===== src/rtl/uart_pkg.sv =====
// rtl/uart_pkg.sv - shared constants and FSM encoding for the UART transmitter
// Contents: parity mode encodings, transmit FSM state type, default baud divisor.
package uart_pkg;

    // 100 MHz system clock / 115200 baud
    localparam int BAUD_DIV_DEFAULT = 868;

    localparam int PAR_NONE = 0;
    localparam int PAR_EVEN = 1;
    localparam int PAR_ODD  = 2;

    typedef enum logic [2:0] {
        ST_IDLE,
        ST_START,
        ST_DATA,
        ST_PARITY,
        ST_STOP
    } tx_state_t;

endpackage


===== src/rtl/uart_tx_fifo.sv =====
// rtl/uart_tx_fifo.sv - synchronous-read byte FIFO feeding the UART transmitter
// Ports:
//   clk, rst          clock, asynchronous active-high reset
//   push, push_data   write strobe and byte (ignored when full)
//   pop, pop_data     read strobe; pop_data is registered and valid the cycle after pop
//   empty, full       occupancy flags derived from level
//   level             current occupancy, 0..FIFO_DEPTH
//   ready             registered "can accept": !full for the occupancy after this edge
module uart_tx_fifo #(
    parameter  int FIFO_DEPTH = 16,
    localparam int AW         = $clog2(FIFO_DEPTH),
    localparam int LW         = AW + 1
) (
    input  logic          clk,
    input  logic          rst,
    input  logic          push,
    input  logic [7:0]    push_data,
    input  logic          pop,
    output logic [7:0]    pop_data,
    output logic          empty,
    output logic          full,
    output logic [LW-1:0] level,
    output logic          ready
);

    logic [7:0]    mem [FIFO_DEPTH];
    logic [AW-1:0] wr_ptr;
    logic [AW-1:0] rd_ptr;
    logic          do_push;
    logic          do_pop;
    logic [LW-1:0] level_next;

    assign empty   = (level == '0);
    assign full    = (level == LW'(FIFO_DEPTH));
    assign do_push = push & ~full;
    assign do_pop  = pop & ~empty;

    // Simultaneous push and pop leaves the level unchanged.
    assign level_next = level + LW'(do_push) - LW'(do_pop);

    // Pointers are AW bits wide so they wrap modulo FIFO_DEPTH on their own.
    always_ff @(posedge clk or posedge rst) begin
        if (rst) begin
            wr_ptr   <= '0;
            rd_ptr   <= '0;
            level    <= '0;
            pop_data <= '0;
            ready    <= 1'b0;
        end else begin
            if (do_push) begin
                wr_ptr <= wr_ptr + AW'(1);
            end
            if (do_pop) begin
                rd_ptr   <= rd_ptr + AW'(1);
                pop_data <= mem[rd_ptr];
            end
            level <= level_next;
            ready <= (level_next != LW'(FIFO_DEPTH));
        end
    end

    // Storage carries no reset; only the pointers define which entries are live.
    always_ff @(posedge clk) begin
        if (do_push) begin
            mem[wr_ptr] <= push_data;
        end
    end

endmodule


===== src/rtl/uart_encoder.sv =====
// rtl/uart_encoder.sv - UART transmitter with byte FIFO, LSB-first framing
// Ports:
//   wb_clk_i      system clock
//   wb_rst_i      asynchronous active-high reset
//   tx_data_i     byte to transmit
//   tx_valid_i    tx_data_i valid; transfer on valid & ready at a rising edge
//   tx_ready_o    FIFO can accept (registered)
//   uart_tx_o     serial line, idle high (registered)
//   busy_o        frame on the line or FIFO non-empty (registered)
//   fifo_level_o  current FIFO occupancy
module uart_encoder import uart_pkg::*; #(
    parameter  int BAUD_DIV   = BAUD_DIV_DEFAULT,
    parameter  int FIFO_DEPTH = 16,
    parameter  int PARITY     = PAR_NONE,
    parameter  int STOP_BITS  = 1,
    localparam int LW         = $clog2(FIFO_DEPTH) + 1
) (
    input  logic          wb_clk_i,
    input  logic          wb_rst_i,
    input  logic [7:0]    tx_data_i,
    input  logic          tx_valid_i,
    output logic          tx_ready_o,
    output logic          uart_tx_o,
    output logic          busy_o,
    output logic [LW-1:0] fifo_level_o
);

    tx_state_t     state;
    logic [15:0]   baud_cnt;
    logic [2:0]    bit_cnt;
    logic          stop_cnt;
    logic [7:0]    shift;
    logic          par_bit;
    logic          baud_end;

    logic          fifo_push;
    logic          fifo_pop;
    logic [7:0]    fifo_data;
    logic          fifo_empty;
    logic          fifo_full;
    logic          fifo_ready;
    logic [LW-1:0] fifo_level;

    assign fifo_push    = tx_valid_i & tx_ready_o & ~fifo_full;
    // IDLE pops as soon as it sees data; the byte is read out one cycle later.
    assign fifo_pop     = (state == ST_IDLE) & ~fifo_empty;
    assign tx_ready_o   = fifo_ready;
    assign fifo_level_o = fifo_level;
    assign baud_end     = (baud_cnt == 16'(BAUD_DIV - 1));

    uart_tx_fifo #(
        .FIFO_DEPTH (FIFO_DEPTH)
    ) u_fifo (
        .clk       (wb_clk_i),
        .rst       (wb_rst_i),
        .push      (fifo_push),
        .push_data (tx_data_i),
        .pop       (fifo_pop),
        .pop_data  (fifo_data),
        .empty     (fifo_empty),
        .full      (fifo_full),
        .level     (fifo_level),
        .ready     (fifo_ready)
    );

    // The line register follows the state one clock behind, so every bit is
    // still exactly BAUD_DIV clocks wide and the start bit leaves the pin one
    // clock after the pop.
    always_ff @(posedge wb_clk_i or posedge wb_rst_i) begin
        if (wb_rst_i) begin
            state     <= ST_IDLE;
            baud_cnt  <= '0;
            bit_cnt   <= '0;
            stop_cnt  <= 1'b0;
            shift     <= '0;
            par_bit   <= 1'b0;
            uart_tx_o <= 1'b1;
            busy_o    <= 1'b0;
        end else begin
            busy_o <= (state != ST_IDLE) || (fifo_level != '0);
            case (state)
                ST_IDLE: begin
                    uart_tx_o <= 1'b1;
                    baud_cnt  <= '0;
                    if (!fifo_empty) begin
                        state <= ST_START;
                    end
                end
                ST_START: begin
                    uart_tx_o <= 1'b0;
                    if (baud_end) begin
                        // Popped byte has been stable in fifo_data since the cycle after the pop.
                        baud_cnt <= '0;
                        bit_cnt  <= '0;
                        shift    <= fifo_data;
                        par_bit  <= (^fifo_data) ^ (PARITY == PAR_ODD);
                        state    <= ST_DATA;
                    end else begin
                        baud_cnt <= baud_cnt + 16'd1;
                    end
                end
                ST_DATA: begin
                    uart_tx_o <= shift[0];
                    if (baud_end) begin
                        baud_cnt <= '0;
                        shift    <= {1'b0, shift[7:1]};
                        bit_cnt  <= bit_cnt + 3'd1;
                        if (bit_cnt == 3'd7) begin
                            stop_cnt <= 1'b0;
                            state    <= (PARITY != PAR_NONE) ? ST_PARITY : ST_STOP;
                        end
                    end else begin
                        baud_cnt <= baud_cnt + 16'd1;
                    end
                end
                ST_PARITY: begin
                    uart_tx_o <= par_bit;
                    if (baud_end) begin
                        baud_cnt <= '0;
                        stop_cnt <= 1'b0;
                        state    <= ST_STOP;
                    end else begin
                        baud_cnt <= baud_cnt + 16'd1;
                    end
                end
                ST_STOP: begin
                    uart_tx_o <= 1'b1;
                    if (baud_end) begin
                        baud_cnt <= '0;
                        if (stop_cnt == 1'(STOP_BITS - 1)) begin
                            state <= ST_IDLE;
                        end else begin
                            stop_cnt <= 1'b1;
                        end
                    end else begin
                        baud_cnt <= baud_cnt + 16'd1;
                    end
                end
                default: begin
                    uart_tx_o <= 1'b1;
                    state     <= ST_IDLE;
                end
            endcase
        end
    end

endmodule


===== config.mk =====
export PLATFORM = sky130hd
export DESIGN_NAME = uart_encoder
export DESIGN_NICKNAME = d
export VERILOG_FILES = /design/src/rtl/uart_pkg.sv /design/src/rtl/uart_tx_fifo.sv /design/src/rtl/uart_encoder.sv
export SDC_FILE = /design/constraint.sdc
export NUM_CORES = 1
export LEC_CHECK = 0
export BUFFER_PORTS_ARGS = -buffer_cell sky130_fd_sc_hd__buf_2
export CORE_MARGIN = 3
export CORE_UTILIZATION = 47
export DETAILED_ROUTE_END_ITERATION = 8
export MAX_ROUTING_LAYER = met4
export RECOVER_POWER = 100
export SYNTH_ARGS = -nofsm -noshare
export SYNTH_HDL_FRONTEND = slang
export SYNTH_SLANG_ARGS = --single-unit

===== constraint.sdc =====
create_clock -name wb_clk_i -period 6 [get_ports wb_clk_i]
set_clock_uncertainty 0.15 [all_clocks]
set_input_delay 1.2 -clock wb_clk_i [delete_from_list [all_inputs] [get_ports wb_clk_i]]
set_output_delay 1.2 -clock wb_clk_i [all_outputs]
set_load 0.03 [all_outputs]

Word-level counts from Yosys, hierarchy flattened --
Memory sizes are Yosys's and may differ from the RTL's. A register that Yosys moved wholly into a read port is not among the register bits. Index checks and enable logic that the tools add are counted.
Cells by class: reduce and logical (&&, ||, !) cells 14, eq/ne operators 15, add/sub/neg operators 6, bitwise operators 7, multiplexer cells 25
Operator list (number):
- 16-bit one-hot mux with 2 select lines | 1
- 3-bit two-way mux | 9
- 16-bit by 1-bit adder with 16-bit output (second input constant) | 1
- 16-bit by 10-bit == test with 1-bit output (second input constant) | 1
- 16-bit two-way mux | 1
- 8-bit two-way mux | 2
- 8-bit one-hot mux with 2 select lines | 1
- 3-bit one-hot mux with 5 select lines | 1
- 2-bit inequality test (second input constant) | 7
- 4-bit by 1-bit adder with 4-bit output (second input constant) | 2
- 8-bit parity | 1
- 1-bit two-way mux | 7
- 7-bit AND reduction | 1
- 3-bit by 2-bit == test with 1-bit output (second input constant) | 2
- 3-bit == test (second input constant) | 2
- 1-bit one-hot mux with 3 select lines | 2
- 3-bit one-hot mux with 2 select lines | 1
- 3-bit nonzero test | 2
- 5-bit by 1-bit adder with 5-bit output | 1
- 1-bit bitwise AND | 5
- 5-bit == test (second input constant) | 1
- 5-bit logical NOT | 1
- 5-bit inequality test (second input constant) | 1
- 5-bit AND reduction | 1
- 11 further kinds | 13
Storage, ports and cells: memories kept 1, register bits after elaboration 48, memory bits (writable) 128, bits of input ports 11, output and inout bits 8, logic and storage cells 80
Memory list:
- u_fifo.mem | depth 16, bits a word 8, rd ports 1, clocked after Yosys merged registers in 1, write ports 1, line uart_tx_fifo.sv:26 | logic [7:0] mem [FIFO_DEPTH];

Logic depth before layout (Yosys ltp) --
depth after elaboration 7, gate-level depth with buffers 14, mapped depth without buffers 13

Hierarchy --
Synthesis repeated with hierarchy kept, for this count alone.
Unflattened totals: cells, all modules 528, area total of the unflattened synthesis 8039.0 um^2
Modules (own cells, without submodules):
- uart_tx_fifo | cells each 306, times used 1, area an instance 6073.3 um^2, seq. area each 4394.2 um^2
- uart_encoder | cells each 222, times used 1, area an instance 1965.6 um^2, seq. area each 827.0 um^2

Least setup slack after synthesis --
No wires, ideal clock.
path type register -> register, start register u_fifo.level[3], end register u_fifo.ready, stages on the path, launching flop included 15, period minus slack after synthesis 3.005 ns, arrival 2.726 ns, required time 5.721 ns, path buffers 1, setup time 0.129 ns, slack 2.995 ns, cells stage by stage dfrtp_1 > inv_1 > ha_1 > nor4b_1 > nand2b_1 > buf_4 > inv_2 > ha_1 > inv_1 > ha_1 > fa_1 > a21oi_1 > o21bai_1 > xnor2_1 > nand3b_1
Between the ends: elaborated cells on any way between the ends 11, those cells by class add/sub (2); eq/ne (2); bitwise (6); reduce/logical (1)
RTL lines:
- from (decl) | line uart_tx_fifo.sv:22 | output logic [LW-1:0] level,
- from (signal assigned) | line uart_tx_fifo.sv:57 | level <= level_next;
- 5-bit logical NOT (*) | line uart_tx_fifo.sv:33 | assign empty = (level == '0);
- 1-bit inverter (*) | line uart_tx_fifo.sv:36, uart_encoder.sv:46
- 1-bit bitwise AND | line uart_encoder.sv:46 | assign fifo_pop = (state == ST_IDLE) & ~fifo_empty;
- 1-bit bitwise AND (*) | line uart_tx_fifo.sv:36 | assign do_pop = pop & ~empty;
- named net u_fifo.do_pop | line uart_tx_fifo.sv:30 | logic do_pop;
- 5-bit by 1-bit subtractor with 5-bit output (*) | line uart_tx_fifo.sv:39 | assign level_next = level + LW'(do_push) - LW'(do_pop);
- named net u_fifo.level_next[4] | line uart_tx_fifo.sv:31 | logic [LW-1:0] level_next;
- 5-bit inequality test (*) | line uart_tx_fifo.sv:58 | ready <= (level_next != LW'(FIFO_DEPTH));
- to (signal assigned) | line uart_tx_fifo.sv:58
- to (decl) | line uart_tx_fifo.sv:23 | output logic ready
Mark *: on every way through the listed nets, which the timed path passes. The rest lies on a longest branch. A chain may end at the register's enable or synchronous reset.

==> impl_metrics.yaml <==
floorplan:
  core-area_sq_um: 16170
  dieArea_sq_um: 18390
  row_count: 46
  initial_core_util_pct: 48.83
  top_level_ports: 19
  die_w_um: 135.6
  die_h_um: 135.6
pwr:
  ir_worst_vdd_mv: 0.2313
  power_density_nw_per_um2: 348.8
  p_leak_uw: 0.003131
synthesis:
  netlist_area_sq_um: 7898
  ys_types: 54
  synthMostInstantiatedCell: "edfxtp_1"
  synth.area.top_cells: "edfxtp_1 49%, dfrtp_1 17%, mux4_2 6.6%, mux4_1 3.0%, ha_1 2.2%"
  syn_inst: 507
  synth_area_leader_cell: "edfxtp_1"
  yosys_warnings: 0
  yosys.area.top_type_share_pct: 48.67
  synth-edff-count: 128
  syn_avg_cell_area_sq_um: 15.58
  synth_seq_cells: 183
  synth_nets: 533
  synth_ff_type: "edfxtp_1"
  synth-async-reset-ratio_pct: 30.05
  synthTopCellsByCount: "128 x edfxtp_1, 54 x dfrtp_1, 24 x nand2_1"
  ys_seq_area_share_pct: 66.11
clock_tree:
  path_clk_slew_ns: 0.07
  cts_buffers: 17
  ctsHoldBuffers: 0
  cts_tree: "yes"
  numClockSinks: 183
  clk_latency_ns: 0.43
  ctsResizeCount: 0
  htreeDepth: 4
  post_cts_buffers: 0
  clockBufferDepth: 2
  root_buffer: "clkbuf_16"
setup_path:
  critPathRequiredTime_ns: 6.16
  slowest_delay_ns: 1.99
  path_class: "register to register"
  crit_path_end_kind: "register"
  start_kind: "register"
  worst_ep_arrival_time_ns: 4.21
  cp_slowest_cell: "clkbuf_1"
  crit_chain: "clkbuf_1 -> mux4_1 -> nor2b_1 -> a211o_1 -> a22o_1"
  crit_path_max_fanout: 35
layout:
  diodes: 0
  layout-drive-gt1-share_pct: 11.75
  post-route-util_pct: 53.55
  fin_cells: 752
  fin_nets: 549
  synthToLayoutAreaGrowth_pct: 9.664
timing:
  worst_slack_ns: 1.955
  finalSetupViolations: 0
  final_hold_viol_count: 0
  finalSetupTns_ns: 0
  min_period_ns: 4.045
  whs_ns: 0.3660
  tightestPinTransition_ns: 3.037
  finalMaxSlewViolations: 133
  period_share_pct: 67.42
  rsz0062_at_grt: "false"
  maxSlewHeadroom_pct: -102.5
  fmax_mhz: 247.2
global_route:
  grt_max_degree: 56
  grt_overflow_total: 0
  track_usage_pct: 17.81
  grt_pass1_vias: 4223
  grt_pass1_wl_mm: 23.65
  antenna_found_initial: 0
place:
  gp_congestion: 0.8024
  portBuffers: 18
  hpwl_mm: 9.554
  post-place-ws_ns: 2.396
  placed_cells: 720
detailed_routing:
  wl_mm: 15.07
  postRouteAntennaNets: 0
  wl_per_cell_um: 20.05
  first_iter_violations: 369
  dr.pass1.iters: 5
  via_per_inst: 5.650
  vias: 4249
  drc_errors: 0
run_status:
  violations: "capacitance limit, slew limit"
  status: "finished, violations left"
worst_hold_path:
  hold_path_class: "register to register"
run:
  cap_violations: 3
## state kept, by name, summed over array words and instances, names as in the netlist, 4 cells and up
signal,flops
shift,8
u_fifo.rd_ptr,4
u_fifo.pop_data,8
u_fifo.wr_ptr,4
u_fifo.level,5
baud_cnt,16
u_fifo.mem,128
## metal layers
layer	part of all wire [%]	global-route usage, %	up-vias	wire [um]
met2	50	28.29	78	7570
met1	45	23.38	2143	6809
met3	3.4	4.086	15	517
met5	0	-	-	0
met4	1.2	4.927	0	176
li1	-	-	2013	-
## stage by stage
stage,instance area [sq um],total power [uW]
2_1_floorplan,7898,1861
3_3_place_gp,8145,1985
3_5_place_dp,8145,2000
4_1_cts,8711,3061
5_1_grt,8661,3153
6_report,8661,3021
## report_power, final
part	total (uW)	switching, uW	internal (uW)
sequential	1550	58.9	1490
combinational	406	266	140
clock	1070	516	551
## path summary, 6_finish.rpt
kind | from | endpoint | slack [ns] | cells after the start
min | bit_cnt[2] | bit_cnt[2] | 0.37 | 1
min reg2reg | bit_cnt[2] | bit_cnt[2] | 0.37 | 1
max | u_fifo.rd_ptr[0] | u_fifo.pop_data[3] | 1.95 | 5
max in group asynchronous | wb_rst_i | u_fifo.rd_ptr[0] | 2.00 | 3
max reg2reg | u_fifo.rd_ptr[0] | u_fifo.pop_data[3] | 1.95 | 5
min in group asynchronous | wb_rst_i | baud_cnt[11] | 1.77 | 3
## critical path, delay by kind of cell, from the launching register on
family                 cells  cell delay, ns
AOI/OAI and AO/OA          2            0.51
DFF                        1            0.34
muxes                      1            0.75
and+or+nand+nor            1            0.17
buffers and inverters      1            1.99
## area by class of cell
cell class                      instances  area (sq um)
Multi-Input combinational cell        278          2431
Fill cell                            1304          7512
Timing Repair Buffer                   26         107.6
Tap cell                              216         270.3
Clock buffer                           18         429.2
Inverter                               17         63.81
Sequential cell                       183          5223
Clock inverter                         14         136.4
## cells by family after synthesis
kind of cell,count (synthesis),share of synthesized area (%)
fa+ha+maj,15,2.472
xor+xnor,18,1.996
flops,183,66.11
simple gates,112,7.589
buf+inv,46,3.010
compound gates,84,7.082
mux,49,11.74
## cell usage in the layout, fill, tap and decap left out, types with 3 or more instances in the layout
cell and instances:
nand3_1 12, a211o_1 8, and3_1 5, nand2b_1 10
edfxtp_1 128, a31oi_1 18, mux2i_1 15, clkbuf_1 23
or3_1 3, mux4_1 9, inv_1 16, nand3b_1 3
nor2_1 17, inv_6 4, xnor2_1 14, a21oi_1 11
mux4_2 23, xor2_1 4, nand2_1 24, nor3_1 9
a22o_1 10, o22ai_1 4, nor4_1 3, o21ai_0 20
or4_1 3, dfrtp_1 53, nor2b_1 8, clkbuf_16 17
ha_1 14, inv_8 3, nand4_1 8
Power figures use the tool's default switching activity.
